### src/rtl/idex_pipe.sv
// ID/EX pipeline register with valid/ready handshake, flush, operand
// forwarding from MEM/WB, operand muxing and a saturating bubble counter.
module idex_pipe #(
  parameter int WordSize = 32,
  parameter int RegBits  = 5,
  parameter int CntBits  = 16
) (
  input  logic                clk,
  input  logic                rstn,
  input  logic                in_valid,
  output logic                in_ready,
  output logic                out_valid,
  input  logic                out_ready,
  input  logic                flush,
  input  logic [1:0]          a_sel,
  input  logic [1:0]          b_sel,
  input  logic                branch_taken_in,
  input  logic [WordSize-1:0] pc_in,
  input  logic [WordSize-1:0] imm,
  input  logic [WordSize-1:0] rs1d,
  input  logic [WordSize-1:0] rs2d_in,
  input  logic [WordSize-1:0] branch_addr_in,
  input  logic [RegBits-1:0]  rs1n,
  input  logic [RegBits-1:0]  rs2n,
  input  logic [RegBits-1:0]  rdn_in,
  input  logic                fwd_mem_en,
  input  logic [RegBits-1:0]  fwd_mem_rdn,
  input  logic [WordSize-1:0] fwd_mem_data,
  input  logic                fwd_wb_en,
  input  logic [RegBits-1:0]  fwd_wb_rdn,
  input  logic [WordSize-1:0] fwd_wb_data,
  output logic [WordSize-1:0] a,
  output logic [WordSize-1:0] b,
  output logic [WordSize-1:0] rs2d,
  output logic [WordSize-1:0] pc,
  output logic [WordSize-1:0] branch_addr,
  output logic [RegBits-1:0]  rdn,
  output logic                branch_taken,
  output logic [CntBits-1:0]  bubble_cnt
);

  logic                r_valid;
  logic [WordSize-1:0] r_a, r_b, r_rs2d, r_pc, r_branch_addr;
  logic [RegBits-1:0]  r_rdn;
  logic                r_branch_taken;
  logic [CntBits-1:0]  r_bubble_cnt;

  logic [WordSize-1:0] w_rs1_eff, w_rs2_eff, w_a_next, w_b_next;
  logic                w_in_ready, w_load, w_bubble;

  assign w_in_ready = !r_valid || out_ready;
  assign w_load     = in_valid && w_in_ready && !flush;
  // Flush counts as a bubble even when it overrides a stall.
  assign w_bubble   = flush || (w_in_ready && !in_valid);

  // MEM is the younger producer, so it wins over WB; x0 is never forwarded.
  always_comb begin
    w_rs1_eff = rs1d;
    if (rs1n != '0 && fwd_mem_en && fwd_mem_rdn == rs1n)
      w_rs1_eff = fwd_mem_data;
    else if (rs1n != '0 && fwd_wb_en && fwd_wb_rdn == rs1n)
      w_rs1_eff = fwd_wb_data;
  end

  always_comb begin
    w_rs2_eff = rs2d_in;
    if (rs2n != '0 && fwd_mem_en && fwd_mem_rdn == rs2n)
      w_rs2_eff = fwd_mem_data;
    else if (rs2n != '0 && fwd_wb_en && fwd_wb_rdn == rs2n)
      w_rs2_eff = fwd_wb_data;
  end

  always_comb begin
    w_a_next = '0;
    case (a_sel)
      2'd0:    w_a_next = w_rs1_eff;
      2'd1:    w_a_next = pc_in;
      default: w_a_next = '0;
    endcase
  end

  always_comb begin
    w_b_next = '0;
    case (b_sel)
      2'd0:    w_b_next = w_rs2_eff;
      2'd1:    w_b_next = imm;
      2'd2:    w_b_next = WordSize'(4);
      default: w_b_next = imm << 12;
    endcase
  end

  always_ff @(posedge clk or negedge rstn) begin
    if (!rstn) begin
      r_valid        <= 1'b0;
      r_a            <= '0;
      r_b            <= '0;
      r_rs2d         <= '0;
      r_pc           <= '0;
      r_branch_addr  <= '0;
      r_rdn          <= '0;
      r_branch_taken <= 1'b0;
      r_bubble_cnt   <= '0;
    end else begin
      if (w_load) begin
        r_valid        <= 1'b1;
        r_a            <= w_a_next;
        r_b            <= w_b_next;
        r_rs2d         <= w_rs2_eff;
        r_pc           <= pc_in;
        r_branch_addr  <= branch_addr_in;
        r_rdn          <= rdn_in;
        r_branch_taken <= branch_taken_in;
      end else if (w_bubble) begin
        r_valid <= 1'b0;
      end
      if (w_bubble && r_bubble_cnt != '1)
        r_bubble_cnt <= r_bubble_cnt + CntBits'(1);
    end
  end

  assign in_ready     = w_in_ready;
  assign out_valid    = r_valid;
  assign a            = r_a;
  assign b            = r_b;
  assign rs2d         = r_rs2d;
  assign pc           = r_pc;
  assign branch_addr  = r_branch_addr;
  assign rdn          = r_rdn;
  assign branch_taken = r_branch_taken;
  assign bubble_cnt   = r_bubble_cnt;

endmodule

### config.mk
export PLATFORM = sky130hd
export DESIGN_NAME = idex_pipe
export DESIGN_NICKNAME = d
export VERILOG_FILES = /design/src/rtl/idex_pipe.sv
export SDC_FILE = /design/constraint.sdc
export NUM_CORES = 1
export LEC_CHECK = 0
export ABC_AREA = 0
export ABC_CLOCK_PERIOD_IN_PS = 2570
export CAP_MARGIN = 20
export CORE_MARGIN = 10
export CORE_UTILIZATION = 42
export DETAILED_ROUTE_END_ITERATION = 6
export PLACE_DENSITY = 0.81
export SYNTH_ARGS = -nofsm -noshare
export SYNTH_HDL_FRONTEND = slang
export SYNTH_SLANG_ARGS = --single-unit
### constraint.sdc
create_clock -name clk -period 2.57 [get_ports clk]
set_clock_uncertainty 0.1 [all_clocks]
set_input_delay 0.514 -clock clk [delete_from_list [all_inputs] [get_ports clk]]
set_output_delay 0.514 -clock clk [all_outputs]
set_load 0.02 [all_outputs]
==> results of run 1 <==
-- power breakdown --
| group | switching, W | total [W] | leakage (nW) | internal (W) |
|---|---|---|---|---|
| registers | 0.000319 | 0.00366 | 2.26 | 0.00334 |
| logic | 0.00171 | 0.00328 | 4.35 | 0.00158 |
| clock network | 0.00122 | 0.00298 | 0.316 | 0.00177 |
-- critical path, cell delays in order --
cell	delay, ns
clkdlybuf4s50_1	0.44
buf_4	0.16
or4_4	0.51
o211ai_4	0.22
nor2_4	0.16
buf_12	0.20
buf_4	0.16
o311ai_1	0.26
a21oi_1	0.10
-- cells by family (layout without fill, tap and decap cells) --
| kind of cell | after synthesis | after routing | synth area share (%) |
|---|---|---|---|
| buf+inv | 104 | 554 | 4.31 |
| other cells | 0 | 6 | 0 |
| compound gates | 349 | 349 | 22.3 |
| fa+ha+maj | 1 | 1 | 0.128 |
| mux | 21 | 21 | 2.41 |
| flops | 183 | 183 | 46.7 |
| simple gates | 444 | 444 | 21.0 |
| xor+xnor | 35 | 35 | 3.13 |
-- cell type report --
cell class,count,area share (%)
inverter,11,0.263
timing repair buffer,513,32.8
sequential,183,29.2
antenna,6,0.0956
clock buffer,18,2.80
tap,313,2.49
multi-input combinational,850,31.1
clock inverter,12,1.35
-- registers in the layout, summed over array words and instances (netlist names) --
register,cells
branch_taken,1
pc,32
b,32
branch_addr,32
out_valid,1
rs2d,32
a,32
bubble_cnt,16
rdn,5
-- synth_stat cells, types with 6 or more instances --
master,instances
or3_1,18
clkbuf_1,83
and3_1,93
a21boi_0,39
o21ai_0,95
o311ai_1,12
a211oi_1,26
dfrtp_1,183
nand4_1,6
inv_1,11
xor2_1,12
xnor2_1,23
o311ai_0,20
mux2_2,21
nor3_1,7
nand2_1,253
a21oi_1,103
o31a_1,6
nor2_1,36
nand3_1,15
o31ai_1,38
-- worst max path at each step --
| stage | from | end | slack, ns | cells past startpoint |
|---|---|---|---|---|
| 2_1_floorplan | rs1n[1] | a[14] | 0.23 | 8 |
| 6_report | rs2n[2] | b[13] | 0.02 | 9 |
| 4_1_cts | rs2n[2] | b[30] | 0.006 | 8 |
| 3_3_place_gp | fwd_mem_rdn[1] | rs2d[29] | -0.57 | 7 |
| 5_1_grt | rs2n[2] | b[13] | -0.02 | 9 |
| 3_5_place_dp | rs1n[1] | a[13] | -0.51 | 7 |
-- routing by layer --
layer	vias to the layer above	share of wire, %	GRT usage [%]
li1	4924	-	-
met1	5207	36	32.5
met2	649	49	49.9
met3	118	10	9.65
met4	2	4.9	15.4
met5	-	0.028	0
-- stage by stage --
stage	TNS, ns	power (W)	area [um^2]
after detailed placement	-29.21	0.00697	15000
after global placement	-37.32	0.00691	14900
after CTS	0	0.00995	15600
after global routing	-0.0693	0.0103	15700
after floorplan	0	0.00499	9800
final	0	0.00992	15700
-- timing repair --
action | in CTS | in global routing
endpoints found under the setup margin | 1 | 27
hold buffers | 1 | 0
resized for setup | 1 | 29
hold endpoints to repair | 40 | 0
pin swaps | 0 | 1
==> out/qor.txt, run 1 <==
first-pass GRT wire length = 68.4 mm
post-CTS setup buffer count = 0
pwr/cell area = 632 mW/mm^2
Max IR drop VDD = 0.000365 V
leading area contributor after synthesis = dfrtp_1
Worst-Margin Slew = 0.577 ns
main area contributors after synthesis = dfrtp_1, nand2_1, and3_1
drt total wl = 46.2 mm
Placed Cells = 1,869
Warnings, synthesis = 0
Worst EP arrival = 2.75 ns
Core Rows = 55
Reg-to-Reg End = b[6]
FF+latch area = 0.00458 mm^2
Hold Vio Cnt, Final = 0
most common cell after layout, fill and taps aside = clkdlybuf4s50_1
fillcell total = 1,814
# DRC = 0
RePlAce Congestion = 0.949
worst r2r src = out_valid
die area = 0.0299 mm^2
hold path start = pc[7]
Synth Register Bits = 183
reg2reg path depth = 6
Longest Clk Path Bufs = 2
fin cells = 1,906
htree depth = 4
CP Capture Type = register
I/O Pins = 445
HPWL after DPL = 36.9 mm
clock period minus final worst setup slack = 2.55 ns
clk slew on worst S/H paths = 0.07 ns
Post-layout nets = 1,838
Die X = 173 um
Hold WS = 0.374 ns
EDFF count, synth = 0
Avg Synthesized Cell Area = 8.62 um^2
Critical Path Source Type = input port
Tcrit/Tclk final = 99.2%
status = completed
clk_lat worst skew = 0.43 ns
Worst R2R Setup Slack = 0.66 ns
hold crit path type = reg -> reg
multi-input combinational cell area = 0.00488 mm^2
wire length per cell = 24.3 um
TritonCTS clock tree = built
layout cells sized above 1 = 8.63%
Post-Syn Instances = 1,137
hold path depth = 2
CTS buffer count = 17
Starting Density = 43.0%
vias = 10,900
Leak = 6.93 nW
syn_nets = 1,399
Root Buffer = clkbuf_16
largest net degree at the start of global routing = 89
Max-slew headroom = 61.4%
ys async rst share = 100%
mapped cell area = 0.00980 mm^2
post-synthesis sequential area ratio = 46.7%
Setup Slack @ Placement = -0.510 ns
vias in the first global route = 11,000
most frequent cells in the layout = clkdlybuf4s50_1, nand2_1, dfrtp_1
remaining global-route overflow = 0
PortBufs = 444
first-pass iteration count of the detailed router = 5
Final Core Density = 68.9%
final-report setup violation count = 0
Synth Flop Type = dfrtp_1
RSZ-0062 raised after global routing = true
ANT nets after route = 0
Vias/cell = 5.72
clock net sink count = 183
Die Y = 173 um
Worst EP required = 2.77 ns
FMAX = 392 MHz
Synth top area share = 46.7%
Yosys cell types = 41
final worst slack = 0.0206 ns
Max-Cap Viols = 0
fin. max-slew vios = 0
Core Region = 0.0228 mm^2
Area Growth Syn to Fin = 60.2%
initial antenna violation count = 5
GRT Resource Usage Total = 29.5%
initial DRC count = 1,068
CP max FO = 37
Hold EP = pc[7]
worst setup path class = in -> reg
Power figures use the tool's default switching activity.
==> inputs of run 2 (changes only) <==
ABC_AREA = 1   (was 0)
SLEW_MARGIN = 20   (was not set)
==> out/qor.txt, run 2 <==
status = completed (unchanged)
ANT nets after route = 0 (unchanged)
CP max FO = 2 (was 37)
post-synthesis sequential area ratio = 46.5% (was 46.7%)
Leak = 7.51 nW (was 6.93 nW)
cell with the most instances after synthesis = nand2_1 (unchanged)
final-report setup violation count = 0 (unchanged)
Core Rows = 55 (unchanged)
htree depth = 4 (unchanged)
syn_nets = 1,645 (was 1,399)
# DRC = 0 (unchanged)
clock net sink count = 183 (unchanged)
layout cells sized above 1 = 6.08% (was 8.63%)
Synth Flop Type = dfrtp_1 (unchanged)
Area Growth Syn to Fin = 56.5% (was 60.2%)
initial DRC count = 1,188 (was 1,068)
Max-slew headroom = 49.6% (was 61.4%)
Die Y = 173 um (about the same)
most common cell after layout, fill and taps aside = nand2_1 (was clkdlybuf4s50_1)
Worst EP required = 1.96 ns (was 2.77 ns)
largest net degree at the start of global routing = 70 (was 89)
Core Region = 0.0228 mm^2 (about the same)
Worst EP arrival = 1.77 ns (was 2.75 ns)
drt total wl = 47.2 mm (was 46.2 mm)
clk slew on worst S/H paths = 0.07 ns (about the same)
Critical Path Source Type = input port (unchanged)
GRT Resource Usage Total = 30.3% (was 29.5%)
Worst-Margin Slew = 0.753 ns (was 0.577 ns)
PortBufs = 444 (unchanged)
Synth top area share = 46.5% (was 46.7%)
post-CTS setup buffer count = 0 (unchanged)
Die X = 173 um (about the same)
first-pass GRT wire length = 69.9 mm (was 68.4 mm)
remaining global-route overflow = 0 (unchanged)
mapped cell area = 0.00985 mm^2 (was 0.00980 mm^2)
Root Buffer = clkbuf_16 (unchanged)
Tcrit/Tclk final = 92.8% (was 99.2%)
wire length per cell = 21.9 um (was 24.3 um)
Avg Synthesized Cell Area = 7.12 um^2 (was 8.62 um^2)
most frequent cells after synthesis = nand2_1, dfrtp_1, nand3_1, inv_1, o21ai_0 (was nand2_1, dfrtp_1, a21oi_1, o21ai_0, and3_1)
I/O Pins = 445 (unchanged)
CP Capture Type = output port (was register)
initial antenna violation count = 11 (was 5)
most frequent cells in the layout = nand2_1, clkdlybuf4s50_1, dfrtp_1 (was clkdlybuf4s50_1, nand2_1, dfrtp_1)
RSZ-0062 raised after global routing = false (was true)
Post-layout nets = 2,076 (was 1,838)
Vias/cell = 5.23 (was 5.72)
vias in the first global route = 10,900 (was 11,000)
Post-CTS Resized = 0 (was 1)
die area = 0.0300 mm^2 (was 0.0299 mm^2)
number of hold buffers added after cts = 1 (unchanged)
Post-Syn Instances = 1,383 (was 1,137)
HPWL after DPL = 37.8 mm (was 36.9 mm)
Starting Density = 43.1% (was 43.0%)
TritonCTS clock tree = built (unchanged)
pwr/cell area = 634 mW/mm^2 (was 632 mW/mm^2)
EDFF count, synth = 0 (unchanged)
Hold Vio Cnt, Final = 0 (unchanged)
CTS buffer count = 17 (unchanged)
Yosys cell types = 38 (was 41)
main area contributors after synthesis = dfrtp_1, nand2_1, nand3_1 (was dfrtp_1, nand2_1, and3_1)
Final Core Density = 67.5% (was 68.9%)
leading area contributor after synthesis = dfrtp_1 (unchanged)
ys async rst share = 100% (unchanged)
Longest Clk Path Bufs = 2 (unchanged)
Max-Cap Viols = 0 (unchanged)
clk_lat worst skew = 0.43 ns (about the same)
vias = 11,200 (was 10,900)
FMAX = 419 MHz (was 392 MHz)
RePlAce Congestion = 0.978 (was 0.949)
first-pass iteration count of the detailed router = 5 (unchanged)
clock period minus final worst setup slack = 2.39 ns (was 2.55 ns)
hold crit path type = reg -> reg (unchanged)
Max IR drop VDD = 0.000503 V (was 0.000365 V)
aggregate negative setup slack = 0 ns (unchanged)
worst setup path class = in -> out (was in -> reg)
fin. max-slew vios = 0 (unchanged)
Warnings, synthesis = 0 (unchanged)
Synth Register Bits = 183 (unchanged)
-- run 2: cell count changes in the layout (fill, tap and decap cells not counted), sizes merged, moves of 19 or more --
cell,change
a211oi,-25
a21boi,-39
a21oi,-68
and3,-93
buf,-25
inv,+83
mux2,-21
nand2,+355
nand3,+139
nor2,+28
nor3,+19
o311ai,-32
o31ai,-38
-- run 2: kinds of logic after synthesis --
group | Yosys count | synth area share (%)
AOI/OAI and AO/OA | 142 | 8.25
xor gates and xnor gates | 18 | 1.60
adders and majority gates | 1 | 0.127
buffers and inverters | 171 | 7.28
DFF | 183 | 46.5
and+or+nand+nor | 868 | 36.2
-- run 2: per-layer routing --
| layer | share of wire (%) | global-route usage, % |
|---|---|---|
| met2 | 47 | 48.1 |
| met4 | 2.8 | 11.1 |
| met5 | 0.045 | 0 |
| met3 | 10 | 9.15 |
| met1 | 40 | 38.1 |
-- run 2: final timing paths --
check / cells after the start / to / slack (ns) / from
max in group asynchronous: 3 / a[29] / 1.06 / rstn
worst max register to register: 8 / bubble_cnt[2] / 0.52 / bubble_cnt[0]
worst min-delay path: 2 / pc[11] / 0.37 / pc[11]
min in group asynchronous: 2 / bubble_cnt[4] / 0.58 / rstn
worst min register to register: 2 / pc[11] / 0.37 / pc[11]
worst max-delay path: 4 / in_ready / 0.18 / out_ready
-- run 2: critical path, stage by stage --
cell and delay [ns]:
clkdlybuf4s50_1 0.40, nor2_1 0.22, inv_1 0.09, clkdlybuf4s50_1 0.55
-- run 2: layout make-up --
type                    instances  area (um^2)
multi-input cells            1029         4570
well taps                     313          392
diodes                          9         22.5
inverters                      95          362
repair buffers                488         4910
flip-flops and latches        183         4580
fillers                      1967         7440
clock buffers                  18          429
clock inverters                14          155
-- run 2: metrics by stage --
step	instance area, um^2	worst slack, ns	hold slack, ns	total power [W]	instances
after floorplan	9850	0.796	0.118	0.00515	1383
after global placement	14800	0.0188	0.352	0.00710	2107
after detailed placement	14800	0.0204	0.358	0.00713	2107
after CTS	15400	0.177	0.374	0.00978	2140
after global routing	15400	0.0762	0.384	0.0102	2149
final	15400	0.184	0.372	0.00976	2149
-- run 2: report_power, final --
group / internal, W / total, W / switching (W)
combinational: 0.00156 / 0.00338 / 0.00183
sequential: 0.00336 / 0.00371 / 0.000353
clock: 0.00131 / 0.00267 / 0.00136
==> inputs of run 3 (changes only) <==
SKIP_CTS_REPAIR_TIMING = 1   (was not set)
==> out/qor.txt, run 3 (synthesized netlist as in run 2, its figures left out) <==
aggregate negative setup slack = 0 ns (unchanged)
status = completed (unchanged)
Die Y = 173 um (unchanged)
Tcrit/Tclk final = 92.9% (was 92.8%)
final-report setup violation count = 0 (unchanged)
layout cells sized above 1 = 6.08% (unchanged)
clock period minus final worst setup slack = 2.39 ns (about the same)
worst r2r src = bubble_cnt[0] (unchanged)
clk_lat worst skew = 0.43 ns (about the same)
Max-Cap Viols = 0 (unchanged)
Critical Path Source Type = input port (unchanged)
first-pass GRT wire length = 69.8 mm (was 69.9 mm)
Starting Density = 43.1% (unchanged)
fin cells = 2,149 (unchanged)
GRT Resource Usage Total = 30.2% (was 30.3%)
most frequent cells in the layout = nand2_1, clkdlybuf4s50_1, dfrtp_1 (unchanged)
met2 Use GR = 48.1% (about the same)
I/O Pins = 445 (unchanged)
wire length per cell = 22.0 um (was 21.9 um)
initial DRC count = 1,216 (was 1,188)
RSZ-0062 raised after global routing = false (unchanged)
Vias/cell = 5.20 (was 5.23)
Post-layout nets = 2,076 (unchanged)
Worst EP arrival = 1.77 ns (about the same)
PortBufs = 444 (unchanged)
Root Buffer = clkbuf_16 (unchanged)
Core Region = 0.0228 mm^2 (unchanged)
first-pass iteration count of the detailed router = 5 (unchanged)
Max IR drop VDD = 0.000503 V (about the same)
pwr/cell area = 634 mW/mm^2 (about the same)
CTS buffer count = 17 (unchanged)
Core Rows = 55 (unchanged)
Max-slew headroom = 48.6% (was 49.6%)
worst setup path class = in -> out (unchanged)
hold path start = pc[11] (unchanged)
Die X = 173 um (unchanged)
Leak = 7.51 nW (unchanged)
GR Util met1 = 38.0% (was 38.1%)
# DRC = 0 (unchanged)
initial antenna violation count = 11 (unchanged)
clock net sink count = 183 (unchanged)
clk slew on worst S/H paths = 0.07 ns (about the same)
Hold Vio Cnt, Final = 0 (unchanged)
vias = 11,200 (about the same)
Worst EP required = 1.96 ns (about the same)
largest net degree at the start of global routing = 70 (unchanged)
TritonCTS clock tree = built (unchanged)
fin. max-slew vios = 0 (unchanged)
RePlAce Congestion = 0.978 (unchanged)
met3 Use GR = 9.30% (was 9.15%)
Worst-Margin Slew = 0.768 ns (was 0.753 ns)
CP Capture Type = output port (unchanged)
most common cell after layout, fill and taps aside = nand2_1 (unchanged)
vias in the first global route = 10,900 (about the same)
remaining global-route overflow = 0 (unchanged)
HPWL after DPL = 37.8 mm (unchanged)
Placed Cells = 2,107 (unchanged)
CP max FO = 2 (unchanged)
gr busiest metal = met2 (unchanged)
FMAX = 419 MHz (about the same)
hold crit path type = reg -> reg (unchanged)
ANT nets after route = 0 (unchanged)
die area = 0.0300 mm^2 (unchanged)
drt total wl = 47.2 mm (about the same)
htree depth = 4 (unchanged)
CP Launch Point = out_ready (unchanged)
Area Growth Syn to Fin = 56.5% (unchanged)
Longest Clk Path Bufs = 2 (unchanged)
run 3: cell counts in the layout (fill, tap and decap cells not counted):
Identical to the previous run, type by type.
run 3: report_power, final:
group | internal [W] | switching [W]
Sequential | 0.00336 | 0.000356
Clock | 0.00131 | 0.00136
Combinational | 0.00156 | 0.00183
Total | 0.00622 | 0.00355
run 3: worst paths after layout:
| path | to | slack, ns | cells past startpoint |
|---|---|---|---|
| worst max register to register | bubble_cnt[2] | 0.53 | 8 |
| min in group asynchronous | bubble_cnt[4] | 0.57 | 2 |
| max in group asynchronous | a[29] | 1.08 | 3 |
| worst max-delay path | in_ready | 0.18 | 4 |
| worst min register to register | pc[11] | 0.37 | 2 |
| worst min-delay path | pc[11] | 0.37 | 2 |
run 3: critical path, cell delays in order:
cell,delay (ns)
clkdlybuf4s50_1,0.40
nor2_1,0.22
inv_1,0.09
clkdlybuf4s50_1,0.55
run 3: cell type report:
| class | count | area, um^2 |
|---|---|---|
| antenna | 9 | 22.5 |
| clock inverter | 14 | 155 |
| inverter | 95 | 362 |
| clock buffer | 18 | 429 |
| sequential | 183 | 4580 |
| fill | 1967 | 7440 |
| tap | 313 | 392 |
| timing repair buffer | 488 | 4910 |
| multi-input combinational | 1029 | 4570 |
run 3: per-layer routing:
layer / wire (um) / part of all wire [%] / up-vias
li1: - / - / 5266
met1: 18700 / 40 / 5281
met2: 22400 / 47 / 564
met3: 4860 / 10 / 70
met4: 1250 / 2.6 / 0
met5: 0 / 0 / -
run 3: metrics by stage:
| step | util, % | instance area, um^2 | hold slack (ns) | setup WS, ns | power [W] |
|---|---|---|---|---|---|
| 2_1_floorplan | - | 9850 | 0.118 | 0.796 | 0.00515 |
| 3_3_place_gp | 64.8 | 14800 | 0.352 | 0.0188 | 0.00710 |
| 3_5_place_dp | 64.8 | 14800 | 0.358 | 0.0204 | 0.00713 |
| 4_1_cts | 67.3 | 15400 | -0.0343 | 0.177 | 0.00978 |
| 5_1_grt | 67.5 | 15400 | 0.384 | 0.0762 | 0.0102 |
| 6_report | 67.5 | 15400 | 0.372 | 0.184 | 0.00977 |
